==> config.mk <==
export PLATFORM = sky130hd
export DESIGN_NAME = cascade_mod_counter
export DESIGN_NICKNAME = d
export VERILOG_FILES = /design/src/rtl/cascade_mod_counter.sv
export SDC_FILE = /design/constraint.sdc
export NUM_CORES = 1
export LEC_CHECK = 0
export CAP_MARGIN = 5
export CORE_MARGIN = 2
export CORE_UTILIZATION = 43
export DETAILED_ROUTE_END_ITERATION = 8
export PLACE_DENSITY = 0.87
export SKIP_CTS_REPAIR_TIMING = 1
export SLEW_MARGIN = 20
export SYNTH_ARGS = -nofsm -noshare
export SYNTH_HDL_FRONTEND = slang
export SYNTH_SLANG_ARGS = --single-unit
==> constraint.sdc <==
create_clock -name clock -period 1.9 [get_ports clock]
set_input_delay 0.38 -clock clock [delete_from_list [all_inputs] [get_ports clock]]
set_output_delay 0.38 -clock clock [all_outputs]
set_load 0.005 [all_outputs]
==> src/rtl/cascade_mod_counter.sv <==
// cascade_mod_counter
//   A chain of DIGITS cascaded digit counters, each modulo RADIX, counting up
//   or down with enable, synchronous clear, parallel load (with per-digit
//   clamping) and optional end-value saturation. Intended for BCD /
//   time-of-day displays and event counting on LED / 7-segment outputs.
//
// Ports
//   clock     in   rising-edge clock
//   reset_n   in   asynchronous active-low reset
//   en        in   count enable, one step per enabled edge
//   up        in   direction: 1 = increment, 0 = decrement
//   clear     in   synchronous clear (highest priority)
//   load      in   synchronous parallel load
//   load_val  in   load value, digit i at [i*DW +: DW]
//   count     out  registered count, digit 0 least significant
//   digit_tc  out  per-digit end value for the current direction (comb)
//   tc        out  en and every digit at its end value (comb)
//   wrap      out  one-cycle pulse after a full-chain rollover
//   sat       out  chain held at its end value (SATURATE=1 only)
module cascade_mod_counter #(
  parameter int DIGITS   = 4,
  parameter int RADIX    = 10,
  parameter int DW       = 4,
  parameter int SATURATE = 0
) (
  input  logic                   clock,
  input  logic                   reset_n,
  input  logic                   en,
  input  logic                   up,
  input  logic                   clear,
  input  logic                   load,
  input  logic [DIGITS*DW-1:0]   load_val,
  output logic [DIGITS*DW-1:0]   count,
  output logic [DIGITS-1:0]      digit_tc,
  output logic                   tc,
  output logic                   wrap,
  output logic                   sat
);

  localparam logic [DW-1:0] DMAX  = DW'(RADIX - 1);
  // One bit wider so RADIX = 2^DW is representable in the clamp compare.
  localparam logic [DW:0]   RAD_W = (DW + 1)'(RADIX);

  logic [DIGITS*DW-1:0] count_q, count_d;
  logic                 wrap_q, wrap_d;
  logic                 sat_q, sat_d;

  logic                 all_end;
  logic                 run;
  logic [DW-1:0]        fld;
  logic [DIGITS*DW-1:0] ld_clamped;
  logic                 ld_end;

  always_comb begin
    digit_tc = '0;
    for (int i = 0; i < DIGITS; i++) begin
      digit_tc[i] = up ? (count_q[i*DW +: DW] == DMAX)
                       : (count_q[i*DW +: DW] == '0);
    end
  end

  assign all_end = &digit_tc;
  assign tc      = en & all_end;

  always_comb begin
    count_d    = count_q;
    wrap_d     = 1'b0;
    sat_d      = sat_q;
    run        = 1'b1;
    fld        = '0;
    ld_clamped = '0;
    ld_end     = 1'b1;

    // Clamp each load field into range and note whether the clamped value
    // is the end value for the direction in force on the load edge.
    for (int i = 0; i < DIGITS; i++) begin
      fld = load_val[i*DW +: DW];
      if ({1'b0, fld} >= RAD_W) fld = DMAX;
      ld_clamped[i*DW +: DW] = fld;
      ld_end = ld_end & (up ? (fld == DMAX) : (fld == '0));
    end

    if (clear) begin
      count_d = '0;
      sat_d   = 1'b0;
    end else if (load) begin
      count_d = ld_clamped;
      sat_d   = (SATURATE != 0) && ld_end;
    end else if (en) begin
      if (all_end && (SATURATE != 0)) begin
        sat_d = 1'b1;
      end else begin
        // run stays high while every lower digit sits at its end value,
        // i.e. it is the carry/borrow into digit i.
        for (int i = 0; i < DIGITS; i++) begin
          fld = count_q[i*DW +: DW];
          if (run) begin
            if (up) count_d[i*DW +: DW] = (fld == DMAX) ? '0 : fld + DW'(1);
            else    count_d[i*DW +: DW] = (fld == '0) ? DMAX : fld - DW'(1);
          end
          run = run & digit_tc[i];
        end
        wrap_d = all_end;
        sat_d  = 1'b0;
      end
    end
  end

  always_ff @(posedge clock or negedge reset_n) begin
    if (!reset_n) begin
      count_q <= '0;
      wrap_q  <= 1'b0;
      sat_q   <= 1'b0;
    end else begin
      count_q <= count_d;
      wrap_q  <= wrap_d;
      sat_q   <= sat_d;
    end
  end

  assign count = count_q;
  assign wrap  = wrap_q;
  assign sat   = sat_q;

endmodule
; ---- Yosys cells after proc, flatten, opt, wreduce, memory -nomap -nowiden
; Index checks and enable logic that the tools add are counted.
; Widths: inputs -> output; s select.
[word_totals]
reg_bits = 18
input_bits = 22
out_inout_bits = 23
wordCells = 69
[op_classes]
n_addsub = 8
order_cmp = 4
n_eq_ne = 4
n_mux = 32
n_bitwise = 3
n_reduce_logical = 12
[op_table]
columns = operator, n
row1 = $mux 4, 19
row2 = $mux 16, 3
row3 = $add 4x1->4 const B, 4
row4 = $eq 4x4->1 const B, 4
row5 = $ge 4x4->1 const B, 4
row6 = $logic_not 4->1, 4
row7 = $sub 4x1->4 const B, 4
row8 = $reduce_bool 3->1, 4
row9 = $mux 1, 10
row10 = $reduce_and 2->1, 3
row11 = $reduce_and 4->1, 1
row12 = $and 1x1->1, 3

; ---- Logic depth before layout (Yosys ltp)
[logic_depth]
word_depth = 8
depth_mapped = 8
depth_no_buf = 5

; ---- Least setup slack after synthesis
; Ideal clock, no wire load.
[synth_timing]
kind = reg2out
startpoint = reg count_q[4] (netlist: count[4])
endpoint = out tc
arrival_ns = 1.559
t_required_ns = 1.520
slack_ns = -0.039
path_stages_with_launch = 6
n_path_buf = 1
path_cell_list = dfrtp_1 > buf_4 > or3_4 > a211oi_4 > nand3_2 > nor2_1
[synth_via]
elab_chain_cells = 4
elab_cells_between_ends = 5
classes_between = eq/ne: 1 / mux: 1 / bitwise: 1 / reduce/logical: 2
[synth_rtl]
columns = item, line
row1 = start: declaration, 44  ; logic [DIGITS*DW-1:0] count_q, count_d;
row2 = start signal: assignment, 115  ; count_q <= count_d;
row3 = $eq 4x4->1 or $logic_not 4->1 (tied branches), "57, 58"
row4 = $mux 1 *, 57  ; digit_tc[i] = up ? (count_q[i*DW +: DW] == DMAX)
row5 = net digit_tc[1], 34  ; output logic [DIGITS-1:0] digit_tc,
row6 = $reduce_and 4->1 *, 62  ; assign all_end = &digit_tc;
row7 = $and 1x1->1 *, 63  ; assign tc = en & all_end;
row8 = end: declaration, 35  ; output logic tc,
; Mark *: on every way through the listed nets, which the timed path passes. The rest lies on a longest branch.

; ---- Worst setup path in the final report
[layout_timing]
startpoint = reg count_q[4] (netlist: count[4])
endpoint = out tc
[layout_via]
elab_chain_cells = 4
elab_cells_between_ends = 5
classes_between = eq/ne: 1 / mux: 1 / bitwise: 1 / reduce/logical: 2
[layout_rtl]
columns = item, line
row1 = $eq 4x4->1 or $logic_not 4->1 (tied branches), "57, 58"
row2 = $mux 1 *, 57
row3 = $reduce_and 4->1 *, 62
row4 = $and 1x1->1 *, 63
; Every way passes the cells marked *; elsewhere a longest branch is shown, timed or not.

==> reports/results.ini <==
[status]
status = finished with violations
violations = setup timing

[global_routing]
grt_usage_pct = 21.88
overflow = 0
grt_pass1_wl_mm = 7.362
grt_pass1_vias = 1633
antenna_found_initial = 0
grt_start_max_net_pins = 18

[sta]
finalSetupViolations = 5
fin_crit_ns = 2.152
final_hold_viol_count = 0
fmax_mhz = 464.7
rsz0062_at_grt = true
hold_ws_ns = 0.4642
period_share_pct = 113.3
drv_slew = 0
fin_ws_ns = -0.2521
finalClockSkew_ns = 0.002894

[power]
leakage_nw = 1.055
ir_worst_vdd_uv = 245.4
p_per_area_nw_per_um2 = 485.9

[worst_setup_path]
path_buf_inv = 2
cp-start-kind = register
path_class = register to output port
slowest_delay_ns = 0.40
crit_required_ns = 1.52
cp_cell_sequence = or3_4 > a211oi_4 > buf_4 > nand3_2 > nor2_2 > buf_2
worstPathMaxFanout = 2
critical_path.top_delay_family = simple AND/OR/NAND/NOR gates
cp-end-kind = output port
reg2reg_depth = 7
arrival_ns = 1.77
cp_slowest_cell = or3_4
cp.depth = 6

[synth]
yosys-top-cells-area = dfrtp_1 (27%), a21oi_1 (4.4%), o21ai_0 (4.4%)
yosysUniqueCellTypes = 51
syn_area_per_cell_um2 = 7.537
synth.net_count = 234
synth_ff_type = dfrtp_1
netlist_instances = 212
synth-seq-cells = 17
synth_warnings = 0
synth_area_um2 = 1598
yosysSeqAreaShare_pct = 26.62
async_reset_ff_share_pct = 100.0
yosysTopAreaCellShare_pct = 26.62
synth-edff-count = 0
synth_top_area_cell = dfrtp_1

[detailed_routing]
antenna_left = 0
routedWlPerCell_um = 14.29
vias_per_cell = 5.660
wl_mm = 4.660
drc = 0
first_pass_iters = 4
vias = 1845
drtIter0Drc = 138

[clocking]
clk_pin_slew_ns = 0.07
cts_buffer_depth = 2
numCtsBuffers = 3
cts_tree = yes
htreeDepth = 1
cts.sinks = 17
clk_latency_ns = 0.25
root_buffer = clkbuf_8

[hold_path]
hp-class = primary input to async pin

[floorplan]
die-area_um2 = 4219
die_w_um = 64.96
die_y_um = 64.96
ios = 45
rows = 22
core_area_um2 = 3606
start_util_pct = 44.31

[flow_run]
maxCapViolations = 0

[placed_design]
io_buffer_count = 43
hpwl_mm = 3.312
place_area_um2 = 2271
dp_slack_ns = -0.6533
place_congestion = 0.8978

[cells_and_area]
area_growth_pct = 53.09
multi_input_area_um2 = 1111
fin_nets = 301
num_antenna_cells = 0
fin_area_um2 = 2446
drive_gt1_share_pct = 25.90
seqCellArea_um2 = 425.4
final.fill_count = 274
final_cell_mix = buf_4 (40), clkdlybuf4s50_1 (37), nand2_1 (17), dfrtp_1 (17), nor2_1 (16)
final_common_cell = buf_4

## through the flow
step | instances | power [mW] | TNS, ns | util [%]
CTS | 322 | 1.141 | -3.855 | 64.23
detailed placement | 318 | 0.8678 | -7.369 | 62.98
global route | 326 | 1.254 | -0.7750 | 67.83
finish | 326 | 1.189 | -0.3312 | 67.83
global placement | 318 | 0.8595 | -6.895 | 62.98
floorplan | 212 | 0.6500 | 0 | -
## worst paths after layout
kind,start,end,slack [ns]
min in group clock,count[14]$_DFFE_PN0P_,wrap$_DFF_PN0_,0.60
worst min-delay path,reset_n,count[1]$_DFFE_PN0P_,0.46
worst max register to register,count[4]$_DFFE_PN0P_,count[14]$_DFFE_PN0P_,-0.03
worst max-delay path,count[4]$_DFFE_PN0P_,tc,-0.25
max in group asynchronous,reset_n,count[15]$_DFFE_PN0P_,1.23
worst min register to register,count[14]$_DFFE_PN0P_,wrap$_DFF_PN0_,0.60
## sequential cells by signal (all words and copies together) (netlist names)
| name | cells |
|---|---|
| count | 16 |
| wrap | 1 |
## synth_stat cells, drive strengths merged, types with 2 or more instances
cell,number
a311o,4
a211oi,3
nor2,18
clkbuf,15
and3,4
buf,9
o22ai,4
nor4,2
nor2b,3
o21a,4
nand4b,2
nor3,6
a221oi,7
a21oi,14
and2,4
a311oi,2
xnor2,6
inv,9
o41ai,2
nand2,17
dfrtp,17
o21ai,14
nand2b,6
a22oi,2
or2,3
a22o,3
nand3,11
mux2i,3
nand3b,3
## per-layer routing
metal | GRT usage, % | vias to the layer above | wire length (µm)
met1 | 29.16 | 882 | 2033
met5 | 0 | - | 0
met2 | 36.21 | 48 | 2357
met4 | 7.713 | 0 | 95
li1 | - | 906 | -
met3 | 2.951 | 9 | 174
## layout make-up
| type | count | area share (%) |
|---|---|---|
| multi-input cells | 162 | 45.42 |
| repair buffers | 86 | 31.51 |
| flip-flops and latches | 17 | 17.39 |
| well taps | 48 | 2.455 |
| clock buffers | 4 | 1.841 |
| inverters | 9 | 1.381 |
## cells by family (layout without fill, tap and decap cells)
kind of cell    Yosys count  count (layout)  share of synthesized area, %
simple gates             83              83                         27.41
xor+xnor                  6               6                         3.289
mux                       3               3                         1.879
flops                    17              17                         26.63
compound gates           69              69                         31.40
buf+inv                  33              99                         9.161
other cells               1               1                        0.2347
## power by group
group | internal [mW] | switching (mW)
Combinational | 0.272 | 0.231
Clock | 0.149 | 0.130
Sequential | 0.384 | 0.0229
Power figures use the tool's default switching activity.
